**config.mk**
```make
export PLATFORM = sky130hd
export DESIGN_NAME = fft_bfly_scheduler_flat
export DESIGN_NICKNAME = d
export VERILOG_FILES = /design/src/rtl/fft_bfly_scheduler_if.sv /design/src/rtl/fft_bfly_scheduler.sv /design/src/flat_wrapper.sv
export SDC_FILE = /design/constraint.sdc
export NUM_CORES = 1
export LEC_CHECK = 0
export ABC_AREA = 1
export BUFFER_PORTS_ARGS = -buffer_cell sky130_fd_sc_hd__buf_2
export CORE_ASPECT_RATIO = 0.75
export CORE_UTILIZATION = 50
export CTS_CLUSTER_DIAMETER = 80
export DETAILED_ROUTE_END_ITERATION = 6
export PLACE_DENSITY = 0.72
export SLEW_MARGIN = 40
export SYNTH_ARGS = -nofsm -noshare
export SYNTH_HDL_FRONTEND = slang
export SYNTH_SLANG_ARGS = --single-unit
export TNS_END_PERCENT = 1
```
**constraint.sdc**
```tcl
create_clock -name Clk -period 6.7 [get_ports Clk]
set_input_delay 0.335 -clock Clk [delete_from_list [all_inputs] [get_ports Clk]]
set_output_delay 0.335 -clock Clk [all_outputs]
set_load 0.02 [all_outputs]
```
**src/rtl/fft_bfly_scheduler_if.sv**
```systemverilog
// ---------------------------------------------------------------------------
// fft_bfly_scheduler_if
// Bundles the control handshake (Start/Ack/optional Hold) and the
// read/write-back address buses of the FFT butterfly scheduler.
//
// Parameters
//   LOG2N   log2 of the transform size; sets the address widths.
//
// Signals
//   Start, Ack   control requests from the top-level Start/Done FSM
//   Hold         pipeline freeze (present only with FFT_SCHED_HOLD_EN)
//   i_top/i_bot  butterfly read addresses, tw_idx twiddle index, rd_valid
//   wr_top/wr_bot/wr_valid  delayed write-back strobe and addresses
//   stage, Busy, Done, state  status outputs
//
// Modports
//   master  the controller/datapath side: drives Start/Ack/Hold
//   slave   the scheduler itself: drives every address and status signal
//
// Configuration macro: FFT_SCHED_HOLD_EN adds the Hold signal.
// ---------------------------------------------------------------------------
interface fft_bfly_scheduler_if #(
   parameter int LOG2N = 10
) ();

   logic             Start;
   logic             Ack;
`ifdef FFT_SCHED_HOLD_EN
   logic             Hold;
`endif
   logic [LOG2N-1:0] i_top;
   logic [LOG2N-1:0] i_bot;
   logic [LOG2N-2:0] tw_idx;
   logic             rd_valid;
   logic [LOG2N-1:0] wr_top;
   logic [LOG2N-1:0] wr_bot;
   logic             wr_valid;
   logic [3:0]       stage;
   logic             Busy;
   logic             Done;
   logic [3:0]       state;

`ifdef FFT_SCHED_HOLD_EN
   modport master (
      output Start, Ack, Hold,
      input  i_top, i_bot, tw_idx, rd_valid,
      input  wr_top, wr_bot, wr_valid,
      input  stage, Busy, Done, state
   );

   modport slave (
      input  Start, Ack, Hold,
      output i_top, i_bot, tw_idx, rd_valid,
      output wr_top, wr_bot, wr_valid,
      output stage, Busy, Done, state
   );
`else
   modport master (
      output Start, Ack,
      input  i_top, i_bot, tw_idx, rd_valid,
      input  wr_top, wr_bot, wr_valid,
      input  stage, Busy, Done, state
   );

   modport slave (
      input  Start, Ack,
      output i_top, i_bot, tw_idx, rd_valid,
      output wr_top, wr_bot, wr_valid,
      output stage, Busy, Done, state
   );
`endif

endinterface

```
**src/rtl/fft_bfly_scheduler.sv**
```systemverilog
// ---------------------------------------------------------------------------
// fft_bfly_scheduler
// Sequencer for an in-place radix-2 DIT FFT over a shared sample RAM.
// Issues one butterfly (two read addresses plus a twiddle index) per cycle,
// replays each issued butterfly as a write-back strobe PIPE_LAT cycles later,
// and inserts a PIPE_LAT-cycle drain gap after every stage so the next stage
// never reads a location whose result is still in flight.
//
// Parameters
//   LOG2N     log2 of transform size N (2..12)
//   PIPE_LAT  butterfly read-to-result latency in cycles (1..8)
//
// Ports
//   Clk    clock, everything on posedge
//   Reset  synchronous active-high reset
//   bus    fft_bfly_scheduler_if.slave:
//            in : Start (sampled in IDLE), Ack (sampled in DONE), Hold
//            out: i_top, i_bot, tw_idx, rd_valid,
//                 wr_top, wr_bot, wr_valid,
//                 stage, Busy, Done, state (one-hot)
//
// Configuration macro: FFT_SCHED_HOLD_EN
//   When defined, Hold=1 during ISSUE/GAP freezes the butterfly counter,
//   stage, gap counter, FSM and write-back delay line, and masks rd_valid
//   and wr_valid. When undefined the block behaves as if Hold were tied 0.
// ---------------------------------------------------------------------------
module fft_bfly_scheduler #(
   parameter int LOG2N    = 10,
   parameter int PIPE_LAT = 2
) (
   input  logic                Clk,
   input  logic                Reset,
   fft_bfly_scheduler_if.slave bus
);

   localparam int BW = LOG2N - 1;

   // One-hot encodings are visible on the state port, so keep them fixed.
   localparam logic [3:0] S_IDLE  = 4'b0100;
   localparam logic [3:0] S_ISSUE = 4'b0010;
   localparam logic [3:0] S_GAP   = 4'b1000;
   localparam logic [3:0] S_DONE  = 4'b0001;

   localparam logic [BW-1:0] B_LAST     = '1;
   localparam logic [3:0]    STAGE_LAST = 4'(LOG2N - 1);
   localparam logic [2:0]    GAP_LOAD   = 3'(PIPE_LAT - 1);

   logic [3:0]       state_q, state_d;
   logic [3:0]       stage_q, stage_d;
   logic [BW-1:0]    b_q, b_d;
   logic [2:0]       gap_q, gap_d;

   logic             issue;
   logic             busy;
   logic             hold;

   logic [LOG2N-1:0] b_ext;
   logic [LOG2N-1:0] span;
   logic [LOG2N-1:0] pos;
   logic [LOG2N-1:0] grp;
   logic [LOG2N-1:0] addr_top;
   logic [LOG2N-1:0] addr_bot;
   logic [3:0]       tw_shift;
   logic [BW-1:0]    tw_val;

   logic             rd_valid;
   logic [LOG2N-1:0] rd_top;
   logic [LOG2N-1:0] rd_bot;
   logic [BW-1:0]    rd_tw;

   logic             dl_valid_q [PIPE_LAT];
   logic             dl_valid_d [PIPE_LAT];
   logic [LOG2N-1:0] dl_top_q   [PIPE_LAT];
   logic [LOG2N-1:0] dl_top_d   [PIPE_LAT];
   logic [LOG2N-1:0] dl_bot_q   [PIPE_LAT];
   logic [LOG2N-1:0] dl_bot_d   [PIPE_LAT];

   assign issue = (state_q == S_ISSUE);
   assign busy  = issue | (state_q == S_GAP);

   // Hold only has an effect while a transform is running; in IDLE and DONE
   // it is ignored so it can never block Start or Ack.
`ifdef FFT_SCHED_HOLD_EN
   assign hold = bus.Hold & busy;
`else
   assign hold = 1'b0;
`endif

   // Control FSM. b walks the N/2 butterflies of a stage, then the gap
   // counter covers exactly PIPE_LAT drain cycles (loaded with PIPE_LAT-1
   // and counted down to zero) before the next stage or DONE.
   always_comb begin
      state_d = state_q;
      stage_d = stage_q;
      b_d     = b_q;
      gap_d   = gap_q;
      if (!hold) begin
         case (state_q)
            S_IDLE: begin
               if (bus.Start) begin
                  state_d = S_ISSUE;
                  stage_d = '0;
                  b_d     = '0;
               end
            end
            S_ISSUE: begin
               if (b_q == B_LAST) begin
                  state_d = S_GAP;
                  gap_d   = GAP_LOAD;
               end else begin
                  b_d = b_q + BW'(1);
               end
            end
            S_GAP: begin
               if (gap_q == 3'd0) begin
                  if (stage_q == STAGE_LAST) begin
                     state_d = S_DONE;
                  end else begin
                     state_d = S_ISSUE;
                     stage_d = stage_q + 4'd1;
                     b_d     = '0;
                  end
               end else begin
                  gap_d = gap_q - 3'd1;
               end
            end
            S_DONE: begin
               if (bus.Ack) begin
                  state_d = S_IDLE;
               end
            end
            default: begin
               state_d = S_IDLE;
            end
         endcase
      end
   end

   // Butterfly addressing for stage s: b splits into a group number (upper
   // bits) and a position inside the group (low s bits). Inserting a zero
   // bit at position s gives the top index; the bottom partner sits span
   // above it. The twiddle exponent is the position scaled up to the
   // N-point twiddle table.
   always_comb begin
      b_ext    = LOG2N'(b_q);
      span     = LOG2N'(1) << stage_q;
      pos      = b_ext & (span - LOG2N'(1));
      grp      = b_ext >> stage_q;
      addr_top = (grp << (stage_q + 4'd1)) | pos;
      addr_bot = addr_top + span;
      tw_shift = STAGE_LAST - stage_q;
      tw_val   = BW'(pos) << tw_shift;
   end

   // Read-side outputs are zeroed outside ISSUE so the bus idles at zero
   // after reset and during the drain gaps.
   always_comb begin
      rd_valid = issue & ~hold;
      rd_top   = issue ? addr_top : '0;
      rd_bot   = issue ? addr_bot : '0;
      rd_tw    = issue ? tw_val   : '0;
   end

   // Write-back delay line: entry 0 captures the current read, the last
   // entry is the write-back strobe. Freezing the whole line on Hold keeps
   // in-flight butterflies aligned with the frozen datapath.
   always_comb begin
      for (int i = 0; i < PIPE_LAT; i++) begin
         dl_valid_d[i] = dl_valid_q[i];
         dl_top_d[i]   = dl_top_q[i];
         dl_bot_d[i]   = dl_bot_q[i];
      end
      if (!hold) begin
         dl_valid_d[0] = rd_valid;
         dl_top_d[0]   = rd_top;
         dl_bot_d[0]   = rd_bot;
         for (int i = 1; i < PIPE_LAT; i++) begin
            dl_valid_d[i] = dl_valid_q[i-1];
            dl_top_d[i]   = dl_top_q[i-1];
            dl_bot_d[i]   = dl_bot_q[i-1];
         end
      end
   end

   // State registers. Reset also empties the delay line so an aborted
   // transform produces no further write strobes.
   always_ff @(posedge Clk) begin
      if (Reset) begin
         state_q <= S_IDLE;
         stage_q <= '0;
         b_q     <= '0;
         gap_q   <= '0;
         for (int i = 0; i < PIPE_LAT; i++) begin
            dl_valid_q[i] <= 1'b0;
            dl_top_q[i]   <= '0;
            dl_bot_q[i]   <= '0;
         end
      end else begin
         state_q <= state_d;
         stage_q <= stage_d;
         b_q     <= b_d;
         gap_q   <= gap_d;
         for (int i = 0; i < PIPE_LAT; i++) begin
            dl_valid_q[i] <= dl_valid_d[i];
            dl_top_q[i]   <= dl_top_d[i];
            dl_bot_q[i]   <= dl_bot_d[i];
         end
      end
   end

   // Output mapping; everything here derives from registered state.
   always_comb begin
      bus.i_top    = rd_top;
      bus.i_bot    = rd_bot;
      bus.tw_idx   = rd_tw;
      bus.rd_valid = rd_valid;
      bus.wr_top   = dl_top_q[PIPE_LAT-1];
      bus.wr_bot   = dl_bot_q[PIPE_LAT-1];
      bus.wr_valid = dl_valid_q[PIPE_LAT-1] & ~hold;
      bus.stage    = stage_q;
      bus.Busy     = busy;
      bus.Done     = (state_q == S_DONE);
      bus.state    = state_q;
   end

endmodule
```
**src/flat_wrapper.sv**
```systemverilog
// flat-port wrapper written by rule: the top's interface ports become plain ports
module fft_bfly_scheduler_flat 
#(
   parameter int LOG2N    = 10,
   parameter int PIPE_LAT = 2
)
  (Clk, Reset, bus_Start, bus_Ack, bus_i_top, bus_i_bot, bus_tw_idx, bus_rd_valid, bus_wr_top, bus_wr_bot, bus_wr_valid, bus_stage, bus_Busy, bus_Done, bus_state);
  fft_bfly_scheduler_if #(.LOG2N(LOG2N)) bus_i ();
  input  logic Clk;
  input  logic Reset;
  input wire logic [$bits(bus_i.Start)-1:0] bus_Start;
  input wire logic [$bits(bus_i.Ack)-1:0] bus_Ack;
  output wire logic [$bits(bus_i.i_top)-1:0] bus_i_top;
  output wire logic [$bits(bus_i.i_bot)-1:0] bus_i_bot;
  output wire logic [$bits(bus_i.tw_idx)-1:0] bus_tw_idx;
  output wire logic [$bits(bus_i.rd_valid)-1:0] bus_rd_valid;
  output wire logic [$bits(bus_i.wr_top)-1:0] bus_wr_top;
  output wire logic [$bits(bus_i.wr_bot)-1:0] bus_wr_bot;
  output wire logic [$bits(bus_i.wr_valid)-1:0] bus_wr_valid;
  output wire logic [$bits(bus_i.stage)-1:0] bus_stage;
  output wire logic [$bits(bus_i.Busy)-1:0] bus_Busy;
  output wire logic [$bits(bus_i.Done)-1:0] bus_Done;
  output wire logic [$bits(bus_i.state)-1:0] bus_state;
  assign bus_i.Start = bus_Start;
  assign bus_i.Ack = bus_Ack;
  assign bus_i_top = bus_i.i_top;
  assign bus_i_bot = bus_i.i_bot;
  assign bus_tw_idx = bus_i.tw_idx;
  assign bus_rd_valid = bus_i.rd_valid;
  assign bus_wr_top = bus_i.wr_top;
  assign bus_wr_bot = bus_i.wr_bot;
  assign bus_wr_valid = bus_i.wr_valid;
  assign bus_stage = bus_i.stage;
  assign bus_Busy = bus_i.Busy;
  assign bus_Done = bus_i.Done;
  assign bus_state = bus_i.state;
  fft_bfly_scheduler #(.LOG2N(LOG2N), .PIPE_LAT(PIPE_LAT)) u_core (.Clk(Clk), .Reset(Reset), .bus(bus_i));
endmodule
```
==> metrics.md <==
| Metric | Value |
|---|---|
| Result of the run | finished, final reports clean |
| Met2 wire length | 4.622 mm |
| Syn Std Cell Area | 4205 um2 |
| CTS Buf Count | 9 |
| Clock latency reported for the late side of the worst-skew pair | 0.36 ns |
| Area post-placement | 4442 um2 |
| Length of routed met3 wiring | 1.026 mm |
| Half-perimeter wire length after placement | 8.767 mm |
| CTS Root Buffer Type | clkbuf_8 |
| Leakage power figure | 2.280 nW |
| Hold buffer count at CTS | 0 |
| Accumulated negative setup slack | 0 ns |
| Max-cap violations | 0 |
| Hold violation count in the final report | 0 |
| Number of rows in the core area | 28 |
| Final estimated routing congestion in global placement | 0.9475 |
| R2R depth | 21 |
| Overflow left after global routing | 0 |
| Number of nets with antenna violations after routing | 0 |
| Effective utilization at floorplan | 52.42% |
| Post-synthesis instance total | 609 |
| Full die area | 8785 um2 |
| Fraction of synthesis flops using an asynchronous set or reset pin | 0% |
| Share of Yosys cell area claimed by the top area cell type | 29.52% |
| Clock period minus final worst setup slack | 4.852 ns |
| Synth Area in Simple Gates | 33.44% |
| Buffer and inverter count on the worst path | 8 |
| Count of state elements after synthesis | 62 |
| Final standard cell area without fillers | 4638 um2 |
| Input/output buffers | 64 |
| Largest clock skew in the final design | 0.01468 ns |
| Largest net degree at the start of global routing | 39 |
| Biggest area contributors in the synthesized netlist | dfxtp_1 30%, inv_1 8.0%, nor2_1 8.0% |
| Cell occurring most often along the worst timing path | inv_1 |
| Fillers | 793 |
| Synth Area in Compound Gates | 12.79% |
| Post-route DRC | 0 |
| Fin util | 57.81% |
| Critical Path Slowest Stage Cell | dfxtp_1 |
| DRT Wirelength | 11.27 mm |
| Normalized max-slew margin | 56.37% |
| Launching point of the worst reg2reg path | u_core.bus.stage[1]$_SDFFE_PP0P_ |
| Clock buffer depth | 2 |
| H-Tree Level Count | 3 |
| Arithmetic-cell share of the synthesized area counting full adders, half adders and majority gates | 6.724% |
| Net Count, Synth | 635 |
| Top library cells by usage in the layout, fill and taps aside | 90 x inv_1, 90 x nor2_1, 85 x nand2_1 |
| Clock-pin slew on the worst setup and hold paths | 0.08 ns |
| Count of yosys warnings during synthesis | 0 |
| Post-cts repair resize count | 0 |
| Count of final max-slew check failures | 0 |
| Area of the core | 8023 um2 |
| Count of TritonRoute iterations in the first routing pass | 5 |
| Sinks on the clock net | 62 |
| # setup viols final | 0 |
| Worst hold path stage count | 4 |
| Cell Pwr Density | 358.1 nW/um2 |
| Die Height | 81.42 um |
| Type of the setup path with the least slack | reg2out |
| XOR/XNOR share of the synthesized area | 1.636% |
| Vias in the first global route | 3623 |
| Transition time at the pin with the least slew margin | 0.6535 ns |
| Diodes inserted | 0 |
| Overall fraction of global-route tracks in use | 27.48% |
| Dominant combinational cell family by area after synthesis | simple AND/OR/NAND/NOR gates |
| Die X-Extent | 107.9 um |
| Most used flip-flop cell after synthesis | dfxtp_1 |
| Area growth syn-to-layout | 10.29% |
| Count of flip-flops with a built-in enable after synthesis | 0 |
| Fraction of final layout cells sized beyond drive strength 1 | 21.92% |
| Number of nets in the layout | 678 |
| TritonCTS clock tree | built |
| Buffer count from post-CTS setup fixing | 0 |
| Endpoint type of the worst setup path | output pin |
| Max VDD drop | 204.8 uV |
| Setup repair after global routing missed its margin | false |
| Worst path top cell family by delay | buffers and inverters |
| Sequence of cells on the critical path | inv_2, ha_1, inv_1, nor2_2, inv_2, ha_1, xnor2_1, nor2_1, a21oi_1, inv_1, ha_1, a21oi_1, inv_1, a31oi_1, inv_1, nand3_2, nand2_1, nand3_1, nand2_1, nand2_1, nand3_2, inv_1, buf_2 |
| Per-cell routed wire length | 14.78 um |
| Drt via density | 5.377 |
| Peak Freq | 206.1 MHz |
| Largest incremental delay on the critical path | 0.75 ns |
| Final clock period utilization by the worst path | 72.43% |
| Crit path setup slack, layout | 1.848 ns |
| Kind of launch point of the worst setup path | register |
| Routed length on met1 | 5.456 mm |
| Setup slack after placement | 2.315 ns |
| R2r endpoint | u_core.dl_bot_q[0][5]$_SDFF_PP0_ |
| Arrival time reported for the critical path endpoint | 4.52 ns |
| Hold Crit Endpoint | u_core.bus.state[2]$_SDFFE_PP1P_ |
| Num ports | 65 |
| Type of the most critical hold path | in2reg |
| Antenna violations before repair | 0 |
| Count of distinct cell types in the synthesized netlist | 51 |
| CP Max Fanout | 21 |
| Global-route wire length before repair | 18.15 mm |
| Mux cell area share after synthesis | 0.7141% |
| Portion of the post-synthesis area used by sequential elements | 29.52% |
| Top layer reached by signal wires | met4 |
| Cell taking the most area after synthesis | dfxtp_1 |
| Worst-case register-to-register setup slack | 2.61 ns |
| Detailed router's first-iteration violation count | 308 |
| Number of vias in the routed layout | 4097 |
| Worst Hold Launch | bus_Start |
| Worst EP required | 6.36 ns |
| Mean area per synthesized cell | 6.905 um2 |
[worst min-delay path: cells and delay by family]
kind	cells	cell delay, ns
buf+inv	2	0.16
simple gates	2	0.13
[through the flow]
| step | power [mW] | hold slack [ns] | std cells |
|---|---|---|---|
| final | 1.661 | 0.3239 | 762 |
| after global placement | 1.310 | 0.3891 | 746 |
| after floorplan | 1.132 | 0.3883 | 609 |
| after detailed placement | 1.315 | 0.3935 | 746 |
| after global routing | 1.784 | 0.3252 | 762 |
| after CTS | 1.652 | 0.3069 | 762 |
[worst max path at each step]
stage	start	end	cells after the start
floorplan	u_core.bus.stage[1]$_SDFFE_PP0P_	bus_i_bot[5]	23
global placement	u_core.bus.stage[1]$_SDFFE_PP0P_	bus_i_bot[9]	23
detailed placement	u_core.bus.stage[1]$_SDFFE_PP0P_	bus_i_bot[9]	23
CTS	u_core.bus.stage[1]$_SDFFE_PP0P_	bus_i_bot[9]	23
global route	u_core.bus.stage[1]$_SDFFE_PP0P_	bus_i_bot[9]	23
finish	u_core.bus.stage[1]$_SDFFE_PP0P_	bus_i_bot[9]	23
[layout make-up]
class | count | area (um2) | area share [%]
multi-input combinational | 408 | 2326 | 50.15
clock inverter | 7 | 72.57 | 1.565
clock buffer | 9 | 123.9 | 2.671
tap | 105 | 131.4 | 2.832
timing repair buffer | 67 | 342.8 | 7.391
sequential | 62 | 1241 | 26.76
inverter | 104 | 400.4 | 8.632
[synth_stat cells (3+ instances only)]
library cell and number:
inv_1 90, nor2_1 90, nand2_1 85, dfxtp_1 62
nand3_1 45, a21oi_1 36, buf_4 21, ha_1 21
o21ai_0 17, nand3_2 12, nand2_2 11, nor3_1 10
inv_2 9, clkbuf_1 8, a211oi_1 7, nor4_1 7
o21ai_1 6, nand2_4 5, nor2_2 5, o211ai_1 5
o22ai_1 4, xnor2_1 4, a21oi_2 3, a31oi_1 3
mux2i_1 3, nand4_1 3, nor3_2 3, o21ai_2 3
[power by group]
group	switching (mW)	internal, mW
combinational	0.630	0.266
sequential	0.0376	0.395
clock	0.160	0.172
[sequential cells by signal, summed over array words and instances, names as in the netlist]
register / count
u_core.dl_top_q: 20
u_core.gap_q: 3
u_core.b_q: 9
u_core.bus.stage: 4
u_core.dl_valid_q: 2
u_core.bus.state: 4
u_core.dl_bot_q: 20
[metal layers]
metal,vias to the layer above,global-route usage (%)
li1,2036,-
met1,1855,38.79
met2,190,40.26
met3,16,8.413
met4,0,7.534
met5,-,0
[cell families after synthesis]
logic type	after synthesis
buffers and inverters	139
multiplexers	3
XOR/XNOR	7
AND/OR/NAND/NOR	285
adder cells (fa/ha/maj)	22
flip-flops	62
AO/OA/AOI/OAI	91
Power figures use the tool's default switching activity.
